==> config.mk <==
export PLATFORM = sky130hd
export DESIGN_NAME = calc_datapath
export DESIGN_NICKNAME = d
export VERILOG_FILES = /design/src/rtl/calc_pkg.sv /design/src/rtl/calc_datapath_alu.sv /design/src/rtl/calc_datapath_regfile.sv /design/src/rtl/calc_datapath.sv
export SDC_FILE = /design/constraint.sdc
export NUM_CORES = 1
export LEC_CHECK = 0
export CAP_MARGIN = 20
export CORE_MARGIN = 2
export CORE_UTILIZATION = 55
export CTS_CLUSTER_DIAMETER = 30
export CTS_CLUSTER_SIZE = 25
export DETAILED_ROUTE_END_ITERATION = 7
export MAX_ROUTING_LAYER = met4
export PLACE_DENSITY_LB_ADDON = 0.1
export SLEW_MARGIN = 30
export SYNTH_ARGS = -nofsm -noshare
export SYNTH_HDL_FRONTEND = slang
export SYNTH_HIERARCHICAL = 1
export SYNTH_SLANG_ARGS = --single-unit
==> constraint.sdc <==
create_clock -name Clk -period 13.28 [get_ports Clk]
set_clock_uncertainty 0.05 [all_clocks]
set_input_delay 1.992 -clock Clk [delete_from_list [all_inputs] [get_ports Clk]]
set_output_delay 1.992 -clock Clk [all_outputs]
set_load 0.05 [all_outputs]
==> src/rtl/calc_pkg.sv <==
// Shared widths and ALU opcode encodings for the calculator datapath.
// No logic: constants only, so no latency and no flow control.
package calc_pkg;

  localparam int DATA_W_DEF = 8;
  localparam int ADDR_W_DEF = 3;

  localparam logic [3:0] OP_ADD = 4'b0000;
  localparam logic [3:0] OP_SUB = 4'b0001;
  localparam logic [3:0] OP_AND = 4'b0010;
  localparam logic [3:0] OP_OR  = 4'b0011;
  localparam logic [3:0] OP_NOT = 4'b0100;
  localparam logic [3:0] OP_XOR = 4'b0101;
  localparam logic [3:0] OP_NOR = 4'b0110;
  localparam logic [3:0] OP_SLL = 4'b0111;
  localparam logic [3:0] OP_SRL = 4'b1000;
  localparam logic [3:0] OP_SRA = 4'b1001;
  localparam logic [3:0] OP_ROL = 4'b1010;
  localparam logic [3:0] OP_ROR = 4'b1011;
  localparam logic [3:0] OP_EQ  = 4'b1100;

endpackage

==> src/rtl/calc_datapath_alu.sv <==
// Combinational ALU: arithmetic, logic, shift/rotate and compare on two operands.
// Zero latency, no state; no backpressure.
module alu
  import calc_pkg::*;
#(
  parameter int DATA_W = DATA_W_DEF
) (
  input  logic [3:0]        Ctrl,
  input  logic [DATA_W-1:0] X,
  input  logic [DATA_W-1:0] Y,
  output logic [DATA_W-1:0] Result,
  output logic              Carry
);

  logic [DATA_W:0] sum;

  always_comb begin
    sum    = '0;
    Result = '0;
    Carry  = 1'b0;
    case (Ctrl)
      OP_ADD: begin
        sum    = {1'b0, X} + {1'b0, Y};
        Result = sum[DATA_W-1:0];
        Carry  = sum[DATA_W];
      end
      // the 9-bit wrapped difference sets its top bit exactly when X < Y
      OP_SUB: begin
        sum    = {1'b0, X} - {1'b0, Y};
        Result = sum[DATA_W-1:0];
        Carry  = sum[DATA_W];
      end
      OP_AND: Result = X & Y;
      OP_OR:  Result = X | Y;
      OP_NOT: Result = ~X;
      OP_XOR: Result = X ^ Y;
      OP_NOR: Result = ~(X | Y);
      OP_SLL: Result = Y << X[2:0];
      OP_SRL: Result = Y >> X[2:0];
      OP_SRA: Result = {X[DATA_W-1], X[DATA_W-1:1]};
      OP_ROL: Result = {X[DATA_W-2:0], X[DATA_W-1]};
      OP_ROR: Result = {X[0], X[DATA_W-1:1]};
      OP_EQ:  Result = {{(DATA_W-1){1'b0}}, (X == Y)};
      default: Result = '0;
    endcase
  end

endmodule

==> src/rtl/calc_datapath_regfile.sv <==
// Register file with r0 hardwired to zero, two combinational read ports, no write bypass.
// Writes commit at the next rising edge; no backpressure (always accepts).
module register_file
  import calc_pkg::*;
#(
  parameter int DATA_W = DATA_W_DEF,
  parameter int ADDR_W = ADDR_W_DEF
) (
  input  logic              clk,
  input  logic              rst,
  input  logic              wen,
  input  logic [ADDR_W-1:0] rw,
  input  logic [ADDR_W-1:0] rx,
  input  logic [ADDR_W-1:0] ry,
  input  logic [DATA_W-1:0] wdata,
  output logic [DATA_W-1:0] bus_x,
  output logic [DATA_W-1:0] bus_y
);

  localparam int NREG = 2 ** ADDR_W;

  logic [DATA_W-1:0] regs_q [NREG];
  logic [DATA_W-1:0] regs_d [NREG];

  always_comb begin
    regs_d    = regs_q;
    regs_d[0] = '0;
    if (wen && (rw != '0)) begin
      regs_d[rw] = wdata;
    end
  end

  always_ff @(posedge clk) begin
    if (rst) begin
      for (int i = 0; i < NREG; i++) begin
        regs_q[i] <= '0;
      end
    end else begin
      regs_q <= regs_d;
    end
  end

  // r0 is muxed to zero so it reads 0 even before the first reset
  assign bus_x = (rx == '0) ? '0 : regs_q[rx];
  assign bus_y = (ry == '0) ? '0 : regs_q[ry];

endmodule

==> src/rtl/calc_datapath.sv <==
// Calculator datapath: register file -> operand mux -> ALU -> write-back; ZERO_FLAG_EN adds a Zero output.
// Outputs combinational, write-back commits next rising edge; no backpressure.
module calc_datapath
  import calc_pkg::*;
#(
  parameter int DATA_W = DATA_W_DEF,
  parameter int ADDR_W = ADDR_W_DEF
) (
  input  logic              Clk,
  input  logic              Rst,
  input  logic              WEN,
  input  logic [ADDR_W-1:0] RW,
  input  logic [ADDR_W-1:0] RX,
  input  logic [ADDR_W-1:0] RY,
  input  logic [DATA_W-1:0] DataIn,
  input  logic              Sel,
  input  logic [3:0]        Ctrl,
  output logic [DATA_W-1:0] busX,
  output logic [DATA_W-1:0] busY,
  output logic [DATA_W-1:0] Result,
  output logic              Carry
`ifdef ZERO_FLAG_EN
  ,
  output logic              Zero
`endif
);

  logic [DATA_W-1:0] op_x;

  assign op_x = Sel ? busX : DataIn;

  register_file #(
    .DATA_W(DATA_W),
    .ADDR_W(ADDR_W)
  ) u_regfile (
    .clk  (Clk),
    .rst  (Rst),
    .wen  (WEN),
    .rw   (RW),
    .rx   (RX),
    .ry   (RY),
    .wdata(Result),
    .bus_x(busX),
    .bus_y(busY)
  );

  alu #(
    .DATA_W(DATA_W)
  ) u_alu (
    .Ctrl  (Ctrl),
    .X     (op_x),
    .Y     (busY),
    .Result(Result),
    .Carry (Carry)
  );

`ifdef ZERO_FLAG_EN
  assign Zero = (Result == '0);
`endif

endmodule

==> results of run 1 <==
## cells in the final DEF, fill, tap and decap left out, drive strengths merged, types with 5 or more instances in the layout
| master | n |
|---|---|
| a21oi | 49 |
| a221oi | 37 |
| a22o | 5 |
| buf | 10 |
| clkbuf | 7 |
| clkdlybuf4s50 | 46 |
| dfxtp | 56 |
| ha | 25 |
| inv | 24 |
| mux2 | 27 |
| mux2i | 66 |
| mux4 | 9 |
| nand2 | 85 |
| nand3 | 5 |
| nor2 | 38 |
| nor2b | 7 |
| o211ai | 8 |
| o21ai | 13 |
| o22ai | 8 |
## metal layers
layer,routed length (µm),vias to the layer above,part of all wire
met3,1570,25,0.094
met4,235,0,0.014
li1,-,2278,-
met2,7190,262,0.43
met5,0,-,0
met1,7620,2365,0.46
## cell families (layout without fill, tap and decap cells)
logic type | Yosys count | after routing | synth area share
buffers and inverters | 84 | 90 | 0.0916
DFF | 56 | 56 | 0.210
and+or+nand+nor | 177 | 177 | 0.166
adders and majority gates | 27 | 27 | 0.0660
muxes | 102 | 102 | 0.230
AOI/OAI and AO/OA | 163 | 163 | 0.237
## layout make-up
type                            instances  area, µm²
Clock buffer                            6       72.6
Clock inverter                          2       35.0
Fill cell                             840       3570
Inverter                               24       90.1
Multi-Input combinational cell        469       3730
Sequential cell                        56       1120
Tap cell                              129        161
Timing Repair Buffer                   58        546
## path summary, 6_finish.rpt
kind | startpoint | endpoint | slack [ns] | depth (start not counted)
min | u_regfile/regs_q[12]$_SDFFE_PP0P_ | u_regfile/regs_q[12]$_SDFFE_PP0P_ | 0.43 | 2
max | RX[0] | Result[6] | 3.45 | 14
max reg2reg | u_regfile/regs_q[32]$_SDFFE_PP0P_ | u_regfile/regs_q[54]$_SDFFE_PP0P_ | 9.04 | 13
min reg2reg | u_regfile/regs_q[12]$_SDFFE_PP0P_ | u_regfile/regs_q[12]$_SDFFE_PP0P_ | 0.43 | 2
## cell usage after synthesis, types with 3 or more instances
| library cell | count | area share |
|---|---|---|
| sky130_fd_sc_hd__o211ai_1 | 8 | 0.011 |
| sky130_fd_sc_hd__nand2_1 | 85 | 0.060 |
| sky130_fd_sc_hd__nor2_1 | 38 | 0.027 |
| sky130_fd_sc_hd__buf_6 | 8 | 0.017 |
| sky130_fd_sc_hd__and2_1 | 4 | 0.0047 |
| sky130_fd_sc_hd__nand4b_1 | 4 | 0.0066 |
| sky130_fd_sc_hd__and4bb_2 | 3 | 0.0070 |
| sky130_fd_sc_hd__nand3_1 | 5 | 0.0047 |
| sky130_fd_sc_hd__nor2b_1 | 7 | 0.0082 |
| sky130_fd_sc_hd__o221ai_1 | 3 | 0.0049 |
| sky130_fd_sc_hd__a22o_1 | 5 | 0.0082 |
| sky130_fd_sc_hd__clkbuf_2 | 6 | 0.0056 |
| sky130_fd_sc_hd__inv_1 | 24 | 0.017 |
| sky130_fd_sc_hd__ha_1 | 25 | 0.059 |
| sky130_fd_sc_hd__mux2_2 | 10 | 0.021 |
| sky130_fd_sc_hd__dfxtp_1 | 56 | 0.21 |
| sky130_fd_sc_hd__a221oi_2 | 15 | 0.042 |
| sky130_fd_sc_hd__a221oi_1 | 22 | 0.036 |
| sky130_fd_sc_hd__buf_12 | 4 | 0.015 |
| sky130_fd_sc_hd__a21oi_1 | 49 | 0.046 |
| sky130_fd_sc_hd__buf_4 | 4 | 0.0056 |
| sky130_fd_sc_hd__a31oi_1 | 4 | 0.0047 |
| sky130_fd_sc_hd__nand2b_1 | 4 | 0.0047 |
| sky130_fd_sc_hd__o22ai_1 | 8 | 0.0094 |
| sky130_fd_sc_hd__mux2_4 | 14 | 0.039 |
| sky130_fd_sc_hd__o21ai_1 | 5 | 0.0047 |
| sky130_fd_sc_hd__mux4_2 | 7 | 0.030 |
| sky130_fd_sc_hd__mux2_1 | 3 | 0.0063 |
| sky130_fd_sc_hd__mux2i_1 | 66 | 0.12 |
| sky130_fd_sc_hd__nor3_1 | 3 | 0.0028 |
| sky130_fd_sc_hd__o21ai_0 | 8 | 0.0075 |
| sky130_fd_sc_hd__clkbuf_1 | 16 | 0.011 |
| sky130_fd_sc_hd__buf_2 | 21 | 0.020 |
| sky130_fd_sc_hd__a221o_1 | 3 | 0.0056 |
| sky130_fd_sc_hd__and4b_1 | 4 | 0.0075 |
| sky130_fd_sc_hd__nor3b_1 | 4 | 0.0056 |
| sky130_fd_sc_hd__a21o_1 | 3 | 0.0042 |
## tightest hold or removal path: stages (launching register included)
cell,delay (ns)
sky130_fd_sc_hd__dfxtp_1,0.33
sky130_fd_sc_hd__nand2_1,0.05
sky130_fd_sc_hd__a21oi_1,0.05
## power groups by stage
| stage | clock network [W] | logic, W | registers (W) |
|---|---|---|---|
| 2_1_floorplan | 0 | 0.000161 | 0.000179 |
| 3_3_place_gp | 0 | 0.000215 | 0.000180 |
| 3_5_place_dp | 0 | 0.000217 | 0.000180 |
| 4_1_cts | 0.000115 | 0.000219 | 0.000176 |
| 5_1_grt | 0.000119 | 0.000236 | 0.000177 |
| 6_report | 0.000115 | 0.000222 | 0.000176 |
## stage by stage
| stage | instances | util |
|---|---|---|
| after detailed placement | 735 | 0.606 |
| after CTS | 743 | 0.618 |
| after global placement | 734 | 0.605 |
| after global routing | 744 | 0.617 |
| final | 744 | 0.617 |
| after floorplan | 609 | - |
==> out/qor.yml, run 1 <==
grt:
  groute.usage.overall: 0.328
  top_usage_layer_grt: "met2"
  grt_util_met2: 0.486
  grt_pass1_wl_um: 25700
  antenna_found_initial: 0
  grt_util_met1: 0.475
  grt_overflow_total: 0
  grt_start_max_net_pins: 57
  grt_pass1_vias: 4691
  globalRouteMet3Util: 0.0488
outcome:
  status: "finished, final reports clean"
power_and_ir_drop:
  cellLeakagePower_nw: 2.15
  swShare: 0.398
  seqPwrFrac: 0.343
  comb_power_share: 0.433
  clockPowerShare: 0.224
  power_report.internal_total_w: 0.000309
  finalPower_w: 0.000513
  power.net_switching_w: 0.000204
  power_density_nw_per_um2: 89.2
  vdd_drop_max_mv: 0.0970
timing:
  finalMaxSlewViolations: 0
  slew-limit-headroom: 0.313
  timing_hold_violations_final: 0
  grt_setup_unrepaired: "false"
  timing_worst_slew_pin_value_ns: 1.02
  post-route-worst-setup-slack_ns: 3.45
  fin_setup_tns_ns: 0
  min_period_over_period: 0.740
  layout_min_cycle_time_ns: 9.83
  setup_viol_count_final: 0
  maxClockFrequency_mhz: 102
  whs_ns: 0.428
clock_tree:
  holdBufCountCts: 0
  cts_buffers: 5
  tritoncts_clock_tree: "yes"
  ctsResizeCount: 0
  worst_setup_hold_path_clk_slew_ns: 0.10
  cts.repair_timing.setup_buffer_count: 0
  cts.htree.levels: 2
  numClockSinks: 56
  clk-insertion-delay-late_ns: 0.32
  maximum_count_of_clock_buffers_along_a_single_path: 2
  root_buffer: "sky130_fd_sc_hd__clkbuf_8"
placed_design:
  port_buffers: 49
  dp_worst_slack_ns: 3.58
  placedInstanceArea_um2: 5650
  dp.final_hpwl_um: 12100
  globalplace.congestion: 0.979
route:
  route.detailed.vias_per_inst: 6.63
  detail_route.iter0.violations: 358
  detailedRoute.firstPassIterationCount: 5
  wl_um: 16600
  avgRoutedWirePerCell_um: 22.3
  drtAntennaViolNets: 0
  route.detailed.drc: 0
  vias: 4930
synthesis:
  ys_warns: 6
  synth_async_sr_flop_share: 0
  synth-edff-count: 0
  synth_flop_cell: "sky130_fd_sc_hd__dfxtp_1"
  netlist_instances: 609
  synth_nets: 661
  ys_types: 73
  post_synth_instance_area_um2: 5340
  synth.avg_cell_area_um2: 8.77
  synth-seq-cells: 56
  seq_area_frac_synth: 0.210
setup_path:
  critPathTopFamily: "compound AO/OA/AOI/OAI gates"
  worst_path_bufs_invs: 4
  worst-setup-path-type: "in -> out"
  timing.critical_path.from_type: "primary input"
  crit_chain: "clkdlybuf4s50_1 -> buf_4 -> nor2b_1 -> a221oi_1 -> a221oi_1 -> mux2_4 -> inv_1 -> fa_1 -> o21ba_1 -> o21ai_1 -> a21boi_0 -> o221a_1 -> o211ai_1 -> clkdlybuf4s50_1"
  worst_ep_arrival_time_ns: 7.79
  path_max_fanout: 25
  cp-end-kind: "output pin"
  cp.required_ns: 11.24
  slowest_delay_ns: 0.93
  cp_slowest_cell: "sky130_fd_sc_hd__clkdlybuf4s50_1"
cells_and_area:
  register_name_with_the_most_flops: "u_regfile/regs_q"
  fin_nets: 666
  antenna-diode-count: 0
  reg.largest.list: "u_regfile/regs_q: 56 flops"
  final_layout_size_suffix_gt1_frac: 0.122
  max_reg_flops: 56
  synthToLayoutAreaGrowth_pct: 7.78
  final_area_um2: 5760
floorplanning:
  top_level_ports: 50
  core_um2: 9330
  die_h_um: 103
  rows: 35
  die_area_um2: 10500
  fp.dieW_um: 103
  initial_core_util: 0.573
min_path:
  holdCritPathClass: "reg -> reg"
job:
  max_cap_violations: 0
Power figures use the tool's default switching activity.
==> run 2: changes to the inputs <==
- clock period: 13.28 -> 10.15 ns (I/O delays scaled with it)
==> out/qor.yml, run 2 (synthesis gave the netlist of run 1 again) <==
route:
  vias: 4888  # was 4930
  wl_um: 16000  # was 16600 µm
  detail_route.iter0.violations: 493  # was 358
  drtAntennaViolNets: 0  # unchanged
  detailedRoute.firstPassIterationCount: 6  # was 5
  route.detailed.vias_per_inst: 6.57  # was 6.63
  avgRoutedWirePerCell_um: 21.5  # was 22.3 µm
  route.detailed.drc: 0  # unchanged
timing:
  layout_min_cycle_time_ns: 8.46
  setup_viol_count_final: 0  # unchanged
  fin_setup_tns_ns: 0  # unchanged
  maxClockFrequency_mhz: 118
  grt_setup_unrepaired: "false"  # unchanged
  timing_hold_violations_final: 0  # unchanged
  finalMaxSlewViolations: 0  # unchanged
  timing_worst_slew_pin_value_ns: 0.969  # was 1.02 ns
  slew-limit-headroom: 0.348  # was 0.313
  min_period_over_period: 0.834
clock_tree:
  tritoncts_clock_tree: "yes"  # unchanged
  cts.repair_timing.setup_buffer_count: 0  # unchanged
  maximum_count_of_clock_buffers_along_a_single_path: 2  # unchanged
  cts_buffers: 5  # unchanged
  worst_setup_hold_path_clk_slew_ns: 0.09  # was 0.10 ns
  ctsResizeCount: 0  # unchanged
  holdBufCountCts: 0  # unchanged
  root_buffer: "sky130_fd_sc_hd__clkbuf_8"  # unchanged
  clk-insertion-delay-late_ns: 0.32  # about the same
  cts.htree.levels: 2  # unchanged
  numClockSinks: 56  # unchanged
placed_design:
  dp.final_hpwl_um: 11500  # was 12100 µm
  port_buffers: 49  # unchanged
  placedInstanceArea_um2: 5650  # about the same
  globalplace.congestion: 0.987  # was 0.979
  number_of_cells_in_the_design_after_placement: 735  # unchanged
floorplanning:
  core_um2: 9330  # unchanged
  rows: 35  # unchanged
  top_level_ports: 50  # unchanged
  die_h_um: 103  # unchanged
  die_area_um2: 10500  # unchanged
  fp.dieW_um: 103  # unchanged
  initial_core_util: 0.573  # unchanged
cells_and_area:
  final_area_um2: 5750  # was 5760 µm²
  finalNonFillerCells: 744  # unchanged
  nFillCells: 872  # was 840
  antenna-diode-count: 0  # unchanged
  register_name_with_the_most_flops: "u_regfile/regs_q"  # unchanged
  max_reg_flops: 56  # unchanged
  final_cell_mix: "sky130_fd_sc_hd__nand2_1 (85), sky130_fd_sc_hd__mux2i_1 (66), sky130_fd_sc_hd__dfxtp_1 (56), sky130_fd_sc_hd__a21oi_1 (49), sky130_fd_sc_hd__clkdlybuf4s50_1 (47)"  # was sky130_fd_sc_hd__nand2_1 (85), sky130_fd_sc_hd__mux2i_1 (66), sky130_fd_sc_hd__dfxtp_1 (56), sky130_fd_sc_hd__a21oi_1 (49), sky130_fd_sc_hd__clkdlybuf4s50_1 (46)
  sequential_cell_area_um2: 1120  # unchanged
  synthToLayoutAreaGrowth_pct: 7.56  # was 7.78%
  layout_commonest_cell: "sky130_fd_sc_hd__nand2_1"  # unchanged
  multiInputGateArea_um2: 3730  # unchanged
  fin_nets: 666  # unchanged
  final_layout_size_suffix_gt1_frac: 0.120  # was 0.122
  reg.largest.list: "u_regfile/regs_q: 56 flops"  # unchanged
setup_path:
  worst_ep_arrival_time_ns: 6.89  # was 7.79 ns
  timing.critical_path.from_type: "primary input"  # unchanged
  cp.required_ns: 8.58  # was 11.24 ns
  critPathTopFamily: "buffers and inverters"  # was compound AO/OA/AOI/OAI gates
  path_max_fanout: 23  # was 25
  worst-setup-path-type: "in -> out"  # unchanged
  cp-end-kind: "output pin"  # unchanged
  crit_chain: "clkdlybuf4s50_1 -> nor2b_1 -> a221oi_1 -> a221oi_1 -> mux2_4 -> inv_1 -> ha_1 -> or4_1 -> nor4_1 -> a222oi_1 -> o221ai_1 -> a21o_1 -> clkdlybuf4s50_1"  # was clkdlybuf4s50_1 -> buf_4 -> nor2b_1 -> a221oi_1 -> a221oi_1 -> mux2_4 -> inv_1 -> fa_1 -> o21ba_1 -> o21ai_1 -> a21boi_0 -> o221a_1 -> o211ai_1 -> clkdlybuf4s50_1
  slowest_delay_ns: 0.87  # was 0.93 ns
  cp_slowest_cell: "sky130_fd_sc_hd__clkdlybuf4s50_1"  # unchanged
  worst_path_bufs_invs: 3  # was 4
power_and_ir_drop:
  vdd_drop_max_mv: 0.0990  # was 0.0970 mV
  cellLeakagePower_nw: 2.14  # was 2.15 nW
  power_density_nw_per_um2: 113  # was 89.2 nW/µm²
grt:
  antenna_found_initial: 0  # unchanged
  grt_start_max_net_pins: 57  # unchanged
  grt_pass1_vias: 4657  # was 4691
  groute.usage.overall: 0.317  # was 0.328
  grt_overflow_total: 0  # unchanged
  grt_pass1_wl_um: 25000  # was 25700 µm
outcome:
  status: "finished, final reports clean"  # unchanged
job:
  max_cap_violations: 0  # unchanged
min_path:
  holdCritPathClass: "reg -> reg"  # unchanged
-- run 2: metal layers --
| layer | wire [µm] | vias to the layer above | track usage | share of wire |
|---|---|---|---|---|
| met5 | 0 | - | - | 0 |
| met4 | 320 | 0 | 0.0779 | 0.020 |
| met3 | 1280 | 30 | 0.0617 | 0.080 |
| met2 | 7000 | 224 | 0.470 | 0.44 |
| met1 | 7410 | 2359 | 0.446 | 0.46 |
| li1 | - | 2275 | - | - |
-- run 2: path summary, 6_finish.rpt --
path	from	to	slack, ns	cells after the start
worst max-delay path	RX[0]	Result[0]	1.69	13
worst max register to register	u_regfile/regs_q[33]$_SDFFE_PP0P_	u_regfile/regs_q[45]$_SDFFE_PP0P_	6.28	13
worst min register to register	u_regfile/regs_q[22]$_SDFFE_PP0P_	u_regfile/regs_q[22]$_SDFFE_PP0P_	0.42	2
worst min-delay path	u_regfile/regs_q[22]$_SDFFE_PP0P_	u_regfile/regs_q[22]$_SDFFE_PP0P_	0.42	2
-- run 2: power by group --
group / internal, W / leakage [nW] / switching [W]
Sequential: 0.000225 / 0.453 / 0.00000492
Clock: 0.0000556 / 0.0445 / 0.0000721
Combinational: 0.000106 / 1.64 / 0.000183
-- run 2: worst reg2reg max path, delay by kind of cell, from the launching register on --
family,cells,cell delay [ns]
fa+ha+maj,1,0.39
mux,3,0.80
simple gates,1,0.06
buf+inv,1,0.19
compound gates,7,1.88
flops,1,0.38
-- run 2: cell type report --
class	count	share of cell area
multi-input combinational	469	0.649
sequential	56	0.195
clock inverter	1	0.00131
inverter	24	0.0157
timing repair buffer	58	0.0954
tap	129	0.0281
clock buffer	7	0.0150
-- run 2: per-stage QoR --
step / total power [W] / utilization / worst slack, ns / hold slack, ns
6_report: 0.000647 / 0.616 / 1.69 / 0.424
3_3_place_gp: 0.000514 / 0.606 / 1.91 / 0.407
2_1_floorplan: 0.000445 / - / 2.02 / 0.392
3_5_place_dp: 0.000518 / 0.606 / 1.73 / 0.412
4_1_cts: 0.000644 / 0.616 / 1.74 / 0.425
5_1_grt: 0.000677 / 0.616 / 1.37 / 0.440
